--- src/rtl/shift_reg_pkg.sv ---
// Shared definitions for the shift-register serial link receive path.
// Contents: receiver FSM state enum, shift-direction constants and a helper
// that sizes the frame bit counter.
// Optional feature macro: PARITY_CHECK_EN (adds the PARITY state).
package shift_reg_pkg;

    // Receiver FSM states; PARITY exists only when the trailer bit is checked.
    typedef enum logic [1:0] {
        ST_IDLE   = 2'd0,
`ifdef PARITY_CHECK_EN
        ST_PARITY = 2'd2,
`endif
        ST_SHIFT  = 2'd1
    } rx_state_e;

    // shift_dir encoding, latched at frame start.
    localparam logic DIR_MSB_FIRST = 1'b0;  // shift left, new bit into LSB
    localparam logic DIR_LSB_FIRST = 1'b1;  // shift right, new bit into MSB

    // Counter must hold 0..width inclusive.
    function automatic int unsigned cnt_width(input int unsigned width);
        return $clog2(width + 1);
    endfunction

endpackage

--- src/rtl/shift_in_core.sv ---
// WIDTH-bit bidirectional shift register with clear and shift enable.
// Ports:
//   clk, reset_n  - clock, asynchronous active-low reset
//   clr           - start from an all-zero register this cycle
//   shift_en      - shift din in this cycle
//   dir           - DIR_MSB_FIRST: shift left into LSB; DIR_LSB_FIRST: shift right into MSB
//   din           - serial bit to insert
//   data_next_c   - combinational next register value (the word including this cycle's bit)
module shift_in_core
    import shift_reg_pkg::*;
#(
    parameter int unsigned WIDTH = 8
) (
    input  logic             clk,
    input  logic             reset_n,
    input  logic             clr,
    input  logic             shift_en,
    input  logic             dir,
    input  logic             din,
    output logic [WIDTH-1:0] data_next_c
);

    logic [WIDTH-1:0] data_q;
    logic [WIDTH-1:0] data_d;
    logic [WIDTH-1:0] base_c;

    // Next value: optional clear, then optional one-bit shift.
    always_comb begin
        base_c = clr ? '0 : data_q;
        data_d = base_c;
        if (shift_en) begin
            if (dir == DIR_MSB_FIRST) begin
                data_d = {base_c[WIDTH-2:0], din};
            end else begin
                data_d = {din, base_c[WIDTH-1:1]};
            end
        end
    end

    always_ff @(posedge clk or negedge reset_n) begin
        if (!reset_n) begin
            data_q <= '0;
        end else begin
            data_q <= data_d;
        end
    end

    assign data_next_c = data_d;

endmodule

--- src/rtl/serial_in_parallel_out_rx.sv ---
// Serial-in / parallel-out receiver: collects WIDTH bits, one per serial_valid
// strobe, MSB-first or LSB-first, and offers the word on a valid/ready port.
// Ports:
//   clk, reset_n   - clock, asynchronous active-low reset
//   serial_in      - serial data bit
//   serial_valid   - serial_in valid this cycle
//   frame_start    - first bit of a frame (honoured only with serial_valid)
//   shift_dir      - 0 MSB-first, 1 LSB-first; sampled at frame start
//   q, q_valid     - received word and its valid flag
//   q_ready        - consumer accepts q when q_valid
//   busy           - frame in progress
//   overrun        - sticky: a completed word was dropped; cleared on handshake
//   parity_err     - one-cycle pulse on bad even parity (0 unless PARITY_CHECK_EN)
// Optional feature macro: PARITY_CHECK_EN (one even-parity trailer bit per frame).
module serial_in_parallel_out_rx
    import shift_reg_pkg::*;
#(
    parameter int unsigned WIDTH = 8
) (
    input  logic             clk,
    input  logic             reset_n,
    input  logic             serial_in,
    input  logic             serial_valid,
    input  logic             frame_start,
    input  logic             shift_dir,
    output logic [WIDTH-1:0] q,
    output logic             q_valid,
    input  logic             q_ready,
    output logic             busy,
    output logic             overrun,
    output logic             parity_err
);

    localparam int unsigned         CNT_W    = cnt_width(WIDTH);
    localparam logic [CNT_W-1:0]    LAST_CNT = CNT_W'(WIDTH - 1);

    rx_state_e        state_q, state_d;
    logic [CNT_W-1:0] cnt_q, cnt_d;
    logic             dir_q, dir_d;
    logic [WIDTH-1:0] q_q, q_d;
    logic             q_valid_q, q_valid_d;
    logic             busy_q, busy_d;
    logic             overrun_q, overrun_d;
    logic             parity_err_q, parity_err_d;

    logic             start_c;
    logic             last_c;
    logic             accept_c;
    logic             shift_en_c;
    logic             core_dir_c;
    logic             complete_c;
    logic [WIDTH-1:0] word_c;

    assign start_c  = serial_valid & frame_start;
    assign last_c   = (cnt_q == LAST_CNT);
    assign accept_c = q_valid_q & q_ready;

    // Direction is taken live on the start bit, latched for the rest of the frame.
    assign core_dir_c = start_c ? shift_dir : dir_q;
    assign shift_en_c = serial_valid & (start_c | (state_q == ST_SHIFT));

    shift_in_core #(
        .WIDTH (WIDTH)
    ) u_core (
        .clk         (clk),
        .reset_n     (reset_n),
        .clr         (start_c),
        .shift_en    (shift_en_c),
        .dir         (core_dir_c),
        .din         (serial_in),
        .data_next_c (word_c)
    );

    // State register.
    always_ff @(posedge clk or negedge reset_n) begin
        if (!reset_n) begin
            state_q <= ST_IDLE;
        end else begin
            state_q <= state_d;
        end
    end

    // Next-state logic; a start strobe restarts the frame from any state.
    always_comb begin
        state_d = state_q;
        if (start_c) begin
            state_d = ST_SHIFT;
        end else begin
            case (state_q)
                ST_IDLE: state_d = ST_IDLE;
                ST_SHIFT: begin
                    if (serial_valid && last_c) begin
`ifdef PARITY_CHECK_EN
                        state_d = ST_PARITY;
`else
                        state_d = ST_IDLE;
`endif
                    end
                end
`ifdef PARITY_CHECK_EN
                ST_PARITY: begin
                    if (serial_valid) begin
                        state_d = ST_IDLE;
                    end
                end
`endif
                default: state_d = ST_IDLE;
            endcase
        end
    end

    // Datapath / output next values: counter, completion and handshake.
    always_comb begin
        cnt_d        = cnt_q;
        dir_d        = dir_q;
        q_d          = q_q;
        q_valid_d    = q_valid_q;
        overrun_d    = overrun_q;
        parity_err_d = 1'b0;
        complete_c   = 1'b0;

        if (start_c) begin
            cnt_d = CNT_W'(1);
            dir_d = shift_dir;
        end else if (serial_valid) begin
            case (state_q)
                ST_SHIFT: begin
                    if (last_c) begin
                        cnt_d = '0;
`ifndef PARITY_CHECK_EN
                        complete_c = 1'b1;
`endif
                    end else begin
                        cnt_d = cnt_q + CNT_W'(1);
                    end
                end
`ifdef PARITY_CHECK_EN
                // Register holds the full word here; even parity over data + trailer.
                ST_PARITY: begin
                    if ((^word_c ^ serial_in) == 1'b0) begin
                        complete_c = 1'b1;
                    end else begin
                        parity_err_d = 1'b1;
                    end
                end
`endif
                default: ;
            endcase
        end

        // Consume first, so a same-cycle completion can reuse the slot.
        if (accept_c) begin
            q_valid_d = 1'b0;
            overrun_d = 1'b0;
        end
        if (complete_c) begin
            if (!q_valid_q || accept_c) begin
                q_d       = word_c;
                q_valid_d = 1'b1;
            end else begin
                overrun_d = 1'b1;
            end
        end

        busy_d = (state_d != ST_IDLE);
    end

    always_ff @(posedge clk or negedge reset_n) begin
        if (!reset_n) begin
            cnt_q        <= '0;
            dir_q        <= DIR_MSB_FIRST;
            q_q          <= '0;
            q_valid_q    <= 1'b0;
            busy_q       <= 1'b0;
            overrun_q    <= 1'b0;
            parity_err_q <= 1'b0;
        end else begin
            cnt_q        <= cnt_d;
            dir_q        <= dir_d;
            q_q          <= q_d;
            q_valid_q    <= q_valid_d;
            busy_q       <= busy_d;
            overrun_q    <= overrun_d;
            parity_err_q <= parity_err_d;
        end
    end

    assign q          = q_q;
    assign q_valid    = q_valid_q;
    assign busy       = busy_q;
    assign overrun    = overrun_q;
    assign parity_err = parity_err_q;

endmodule
--- config.mk ---
export PLATFORM = sky130hd
export DESIGN_NAME = serial_in_parallel_out_rx
export DESIGN_NICKNAME = d
export VERILOG_FILES = /design/src/rtl/shift_reg_pkg.sv /design/src/rtl/shift_in_core.sv /design/src/rtl/serial_in_parallel_out_rx.sv
export SDC_FILE = /design/constraint.sdc
export NUM_CORES = 1
export LEC_CHECK = 0
export BUFFER_PORTS_ARGS = -buffer_cell sky130_fd_sc_hd__clkbuf_2
export CORE_ASPECT_RATIO = 1.75
export CORE_UTILIZATION = 48
export DETAILED_ROUTE_END_ITERATION = 12
export PLACE_DENSITY = 0.82
export SLEW_MARGIN = 20
export SYNTH_ARGS = -nofsm -noshare
export SYNTH_HDL_FRONTEND = slang
export SYNTH_SLANG_ARGS = --single-unit
--- constraint.sdc ---
create_clock -name clk -period 1.52 [get_ports clk]
set_clock_uncertainty 0.15 [all_clocks]
set_input_delay 0.38 -clock clk [delete_from_list [all_inputs] [get_ports clk]]
set_output_delay 0.38 -clock clk [all_outputs]
set_load 0.05 [all_outputs]
==> summary.md, run 1 <==
| Metric | Value |
|---|---|
| Outcome | complete, but fails checks |
| Failing checks | setup timing |
| # setup viols final | 10 |
| Storage element area | 652 µm² |
| Row cnt | 23 |
| CTS tree | done |
| CP endpoint kind | flop |
| Synth Area in Simple Gates | 0.133 |
| R2R cell count | 6 |
| Global route overflow | 0 |
| Fmax | 627 MHz |
| Nature of the critical path startpoint | flop |
| Required time of the critical path | roughly 1.6 ns |
| Worst r2r src | cnt_q[0] |
| Mux share of post-synthesis cell area | 0.0714 |
| Initial antenna violation count | 0 |
| Die Area | between 2000 and 3000 µm² |
| Crit path to | q[3] |
| Synth warn | 0 |
| Critical path peak fanout | 8 |
| Main combinational cell family by area after synthesis | compound AO/OA/AOI/OAI gates |
| R2r endpoint | q[3] |
| Non-Filler Instances | 170 |
| Routed wire per std cell | 16.7 µm |
| Root buffer cell | clkbuf_8 |
| CP Data Arrival Time | 1.63 ns |
| Dpl hpwl | 1890 µm |
| Post-synthesis compound-gate area fraction | 0.165 |
| Pin count of the biggest net entering global routing | 27 |
| Die X-Extent | 39.1 µm |
| Final #Nets | ~150 |
| Max clock buf depth | 2 |
| P_leak | ~0.74 nW |
| Post-synthesis sequential area ratio | 0.562 |
| Post-Synth XOR/XNOR Area | 0 |
| First-pass GRT wire length | 4450 µm |
| Cts bufs inserted | 3 |
| Initial DRC Count | 5 |
| Max Slew Vio Count | 0 |
| Switching Share | 0.253 |
| H-tree depth | 1 |
| Post-Syn Area | 1160 µm² |
| Starting Density | 0.509 |
| Cells after synthesis | 110 |
| Vias in the first global route | 1032 |
| Final ANT Viol Nets | 0 |
| Hold Vio Cnt, Final | 0 |
| Final WS setup | -0.0760 ns |
| PwrDens | 921 nW/µm² |
| Yosys reg bits | 26 |
| Area occupied by multi-input gates | 532 µm² |
| Netlist cell types | 29 |
| Synth area leader | dfrtp_1 |
| Drt first pass iters | 4 |
| IO buf count | 17 |
| Kind of critical path | flop to flop |
| Worst Setup SP | cnt_q[0] |
| Post-DP Area | 1370 µm² |
| Routed WL | 2830 µm |
| Avg Cell Area, Syn | 10.5 µm² |
| IO Count | 19 |
| Post-route design area | 1530 µm² |
| Final period utilization | 1.05 |
| Switching pwr | 0.000355 W |
| Max-Cap Viols | 0 |
| Worst skew pair latency | 0.27 ns |
| Worst Hold Class | input port to flop |
| Die Y | 67.0 µm |
| Layout cells sized above 1 | 0.386 |
| Sequential share of power | 0.533 |
| Comb power frac | 0.159 |
| RSZ-0062 raised after global routing | yes |
| Clock Sinks | 26 |
| Average via count per standard cell | 5.64 |
| Area growth, synth to finish | 31.9% |
| Dpl cells | around 160 |
| Post-synth top area share | 0.562 |
| Ant diodes | 0 |
| Reg2reg setup slack | -0.08 ns |
| Clk slew on worst S/H paths | 0.08 ns |
| Internal power | 0.00105 W |
| Post-layout min period | 1.60 ns |
| DRC | 0 |
| TNS Setup | -0.406 ns |
| Clock Power Share | 0.308 |
| Core ar. | 2270 µm² |
| Adder-cell share of the synthesized area | 0.0108 |
| Top cells by area, synth | dfrtp_1 56%, mux2i_1 5.2%, o21ai_0 5.2% |
| VDD IR max | ~0.80 mV |
| Gp weighted congestion | 0.854 |
| DR vias | 958 |
| Layout filler cell count | about 180 |
| GR Util All Layers | 0.252 |
[per-layer routing]
layer,part of all wire,GRT usage,up-vias
met5,0,0,-
met1,0.34,0.264,465
li1,-,-,455
met3,0.027,0.0433,12
met2,0.59,0.419,26
met4,0.042,0.194,0
[power by group through the flow]
stage               Clock, W  Combinational, W  Sequential (W)
floorplan                  0          0.000104        0.000771
global placement           0          0.000190        0.000757
detailed placement         0          0.000200        0.000758
CTS                 0.000444          0.000205        0.000746
global route        0.000470          0.000245        0.000752
finish              0.000433          0.000224        0.000749
[worst max-delay path, stage by stage (launching register included)]
cell and delay, ns:
dfrtp_1 0.36, ha_2 0.19, nand3b_1 0.15, nor3_4 0.29
buf_6 0.18, nor2_4 0.04, a31oi_2 0.15
[what timing repair did]
item | CTS | global route
endpoints found under the hold margin | 26 | 0
setup endpoints to repair | 6 | 14
gates resized for setup | 2 | 19
buffers inserted | 0 | 2
gates cloned | 0 | 0
hold buffers | 1 | 0
pin swaps | 1 | 2
[cell families after synthesis]
kind of cell / count (synthesis)
compound gates: 33
fa+ha+maj: 1
buf+inv: 11
flops: 26
mux: 8
other cells: 1
simple gates: 30
[cell usage after synthesis, drive strengths merged]
cell type and n:
nand2b 3, nor2 9, nor3 1, inv 5
nand2 11, o221ai 1, ha 1, a21boi 1
mux2i 6, mux2 2, nand3b 1, nor2b 2
o31ai 1, nand4 1, o41ai 1, or2 1
clkbuf 1, buf 5, a21oi 8, a31oi 6
a41oi 1, nand4bb 1, a211oi 1, o21ai 13
conb 1, dfrtp 26
[cells in the final DEF, fill, tap and decap left out, types with 2 or more instances in the layout]
cell and count:
conb_1 2, o21ai_1 2, a21oi_1 7, a31oi_2 2
o21ai_0 11, a31oi_1 4, inv_1 5, nor2_1 4
buf_2 3, buf_6 2, clkbuf_2 14, clkbuf_8 4
nand2_1 11, mux2i_1 6, dfrtp_1 25, buf_4 16
nor2_4 4, nand2b_1 3
[per-stage QoR]
stage / util / total power [W] / setup slack (ns) / hold slack (ns)
floorplan: - / 0.000875 / -0.104 / -0.0656
global placement: 0.601 / 0.000947 / -0.0522 / 0.228
detailed placement: 0.601 / 0.000957 / -0.138 / 0.238
CTS: 0.638 / 0.00139 / -0.0103 / 0.152
global route: 0.671 / 0.00147 / -0.154 / 0.165
finish: 0.671 / 0.00141 / -0.0760 / 0.169
[sequential cells by signal, indices dropped and copies added (netlist names)]
name / count
u_core.data_q: 8
busy: 1
q_valid: 1
q: 8
dir_q: 1
state_q: 2
overrun: 1
cnt_q: 4
[final cells by class]
| class | count | share of cell area |
|---|---|---|
| Sequential cell | 26 | 0.427 |
| Clock buffer | 4 | 0.0361 |
| Timing Repair Buffer | 36 | 0.156 |
| Inverter | 5 | 0.0123 |
| Tap cell | 25 | 0.0205 |
| Multi-Input combinational cell | 74 | 0.348 |
[worst min path at each step]
stage / from / to / slack, ns / cells after the start
2_1_floorplan: reset_n / busy / -0.07 / 0
3_3_place_gp: reset_n / busy / 0.23 / 2
3_5_place_dp: reset_n / busy / 0.24 / 2
4_1_cts: q_ready / overrun / 0.15 / 2
5_1_grt: q_ready / overrun / 0.17 / 2
6_report: q_ready / overrun / 0.17 / 2
No activity file was read; power rests on OpenSTA's default activity.
==> run 2: changes to the inputs <==
--- a/config.mk
+++ b/config.mk
@@ -5,8 +5,9 @@
 export SDC_FILE = /design/constraint.sdc
 export NUM_CORES = 1
 export LEC_CHECK = 0
-export BUFFER_PORTS_ARGS = -buffer_cell sky130_fd_sc_hd__clkbuf_2
+export BUFFER_PORTS_ARGS = -buffer_cell sky130_fd_sc_hd__buf_2
 export CORE_ASPECT_RATIO = 1.75
+export CORE_MARGIN = 5
 export CORE_UTILIZATION = 48
 export DETAILED_ROUTE_END_ITERATION = 12
 export PLACE_DENSITY = 0.82
==> summary.md, run 2 (same netlist as run 1, synthesis figures left out) <==
| Metric | Value |
|---|---|
| Max-Cap Viols | 0 |
| Layout filler cell count | roughly 190 |
| H-tree depth | 1 |
| Drt first pass iters | 4 |
| Global routing's busiest layer | met2 |
| Final #Nets | 152 |
| Post-DP Area | 1360 µm² |
| Worst Hold Class | input port to flop |
| Post-Place Worst Slack | -0.150 ns |
| PwrDens | about 940 nW/µm² |
| Ant diodes | 0 |
| Cts bufs inserted | 3 |
| IO Count | 19 |
| Row cnt | 23 |
| Final period utilization | 1.03 |
| Global Route met1 Usage | 0.193 |
| Global route overflow | 0 |
| DR vias | between 900 and 1000 |
| Met3 GRT Util | 0.0215 |
| DRC | 0 |
| Max Slew Vio Count | 0 |
| Hold Vio Cnt, Final | 0 |
| Die Y | 75.0 µm |
| Starting Density | 0.503 |
| Required time of the critical path | roughly 1.5 ns |
| Final ANT Viol Nets | 0 |
| Nature of the critical path startpoint | flop |
| Kind of critical path | flop to flop |
| Post-route design area | 1500 µm² |
| Post-layout min period | 1.57 ns |
| Routed wire per std cell | 17.0 µm |
| CTS tree | done |
| Die Area | approximately 3500 µm² |
| Core ar. | 2300 µm² |
| P_leak | 0.741 nW |
| Area growth, synth to finish | 29.5% |
| Fmax | between 600 and 700 MHz |
| Outcome | complete, but fails checks |
| Dpl hpwl | 2190 µm |
| RSZ-0062 raised after global routing | yes |
| Pin count of the biggest net entering global routing | 15 |
| Routed WL | 2860 µm |
| Root buffer cell | clkbuf_8 |
| VDD IR max | 0.752 mV |
| Die X-Extent | 47.1 µm |
| CP Data Arrival Time | 1.58 ns |
| Commonest non-fill, non-tap cell in the layout | dfrtp_1 |
| IO buf count | 17 |
| Final WS setup | -0.0489 ns |
| Clock Sinks | 26 |
| Initial DRC Count | 33 |
| Most frequent cells in the layout | 25 x dfrtp_1, 18 x buf_2, 12 x buf_4 |
| First-pass GRT wire length | 4650 µm |
| Clk slew on worst S/H paths | 0.09 ns |
| Vias in the first global route | 977 |
| Average via count per standard cell | between 5 and 6 |
| Failing checks | setup timing |
| Initial antenna violation count | 0 |
| Worst skew pair latency | 0.27 ns |
| Layout cells sized above 1 | 0.385 |
| GR Util met2 | 0.365 |
| Critical path peak fanout | 4 |
| Gp weighted congestion | 0.785 |
| Max clock buf depth | 2 |
| GR Util All Layers | 0.189 |
| CP endpoint kind | flop |
| # setup viols final | 5 |
run 2: cell types whose count changed in the layout (fill, tap and decap cells not counted), moves of 2 or more:
cell / change
buf_2: +15
a31oi_1: +2
clkbuf_2: -14
nor2_4: -4
nor2_1: -2
buf_4: -4
a31oi_2: -2
nor2_2: +6
run 2: area by class of cell:
cell class                 instances  area, µm²  area share
sequential                        26        652       0.435
multi-input combinational         74        509       0.340
timing repair buffer              34        233       0.155
clock buffer                       4       55.1      0.0367
tap                               25       31.3      0.0209
inverter                           5       18.8      0.0125
run 2: repair_timing:
action                                  in CTS  in global routing
cloned                                       0                  1
gates resized for setup                      6                 10
pin swaps                                    2                  0
hold endpoints to repair                    13                  0
buffers inserted                             0                  1
endpoints found under the setup margin      10                 12
hold buffers                                 1                  0
run 2: critical path: stages, from the launching register on:
cell	delay (ns)
dfrtp_1	0.37
ha_2	0.19
nand3b_1	0.15
nor3_4	0.26
mux2_4	0.34
run 2: per-stage QoR:
step	hold WS [ns]	setup TNS, ns	cells	utilization	power [W]
after floorplan	-0.0656	-0.413	111	-	0.000875
after global placement	0.154	-0.378	161	0.592	0.000949
after detailed placement	0.162	-1.05	161	0.592	0.000963
after CTS	0.142	-0.0501	166	0.635	0.00141
after global routing	0.150	-0.777	168	0.651	0.00146
final	0.147	-0.0864	168	0.651	0.00141
run 2: metal layers:
layer / up-vias / part of all wire
met5: - / 0
met4: 0 / 0.023
met3: 7 / 0.029
met2: 18 / 0.60
met1: 465 / 0.35
li1: 448 / -
run 2: worst paths after layout:
| kind | cells after the start | startpoint | endpoint | slack (ns) |
|---|---|---|---|---|
| hold / removal | 2 | q_ready | overrun | 0.15 |
| setup reg to reg | 4 | cnt_q[1] | q[0] | -0.05 |
| min in group asynchronous | 2 | reset_n | cnt_q[3] | 0.39 |
| max in group asynchronous | 3 | reset_n | q_valid | 0.42 |
| hold reg to reg | 1 | q_valid | overrun | 0.33 |
| setup / recovery | 4 | cnt_q[1] | q[0] | -0.05 |
run 2: power by group:
group	leakage [nW]	total (W)	internal [W]	switching, W
Sequential	0.344	0.000749	0.000723	0.0000255
Clock	0.0288	0.000443	0.000232	0.000212
Combinational	0.368	0.000217	0.0000908	0.000126
Total	0.741	0.00141	0.00105	0.000363
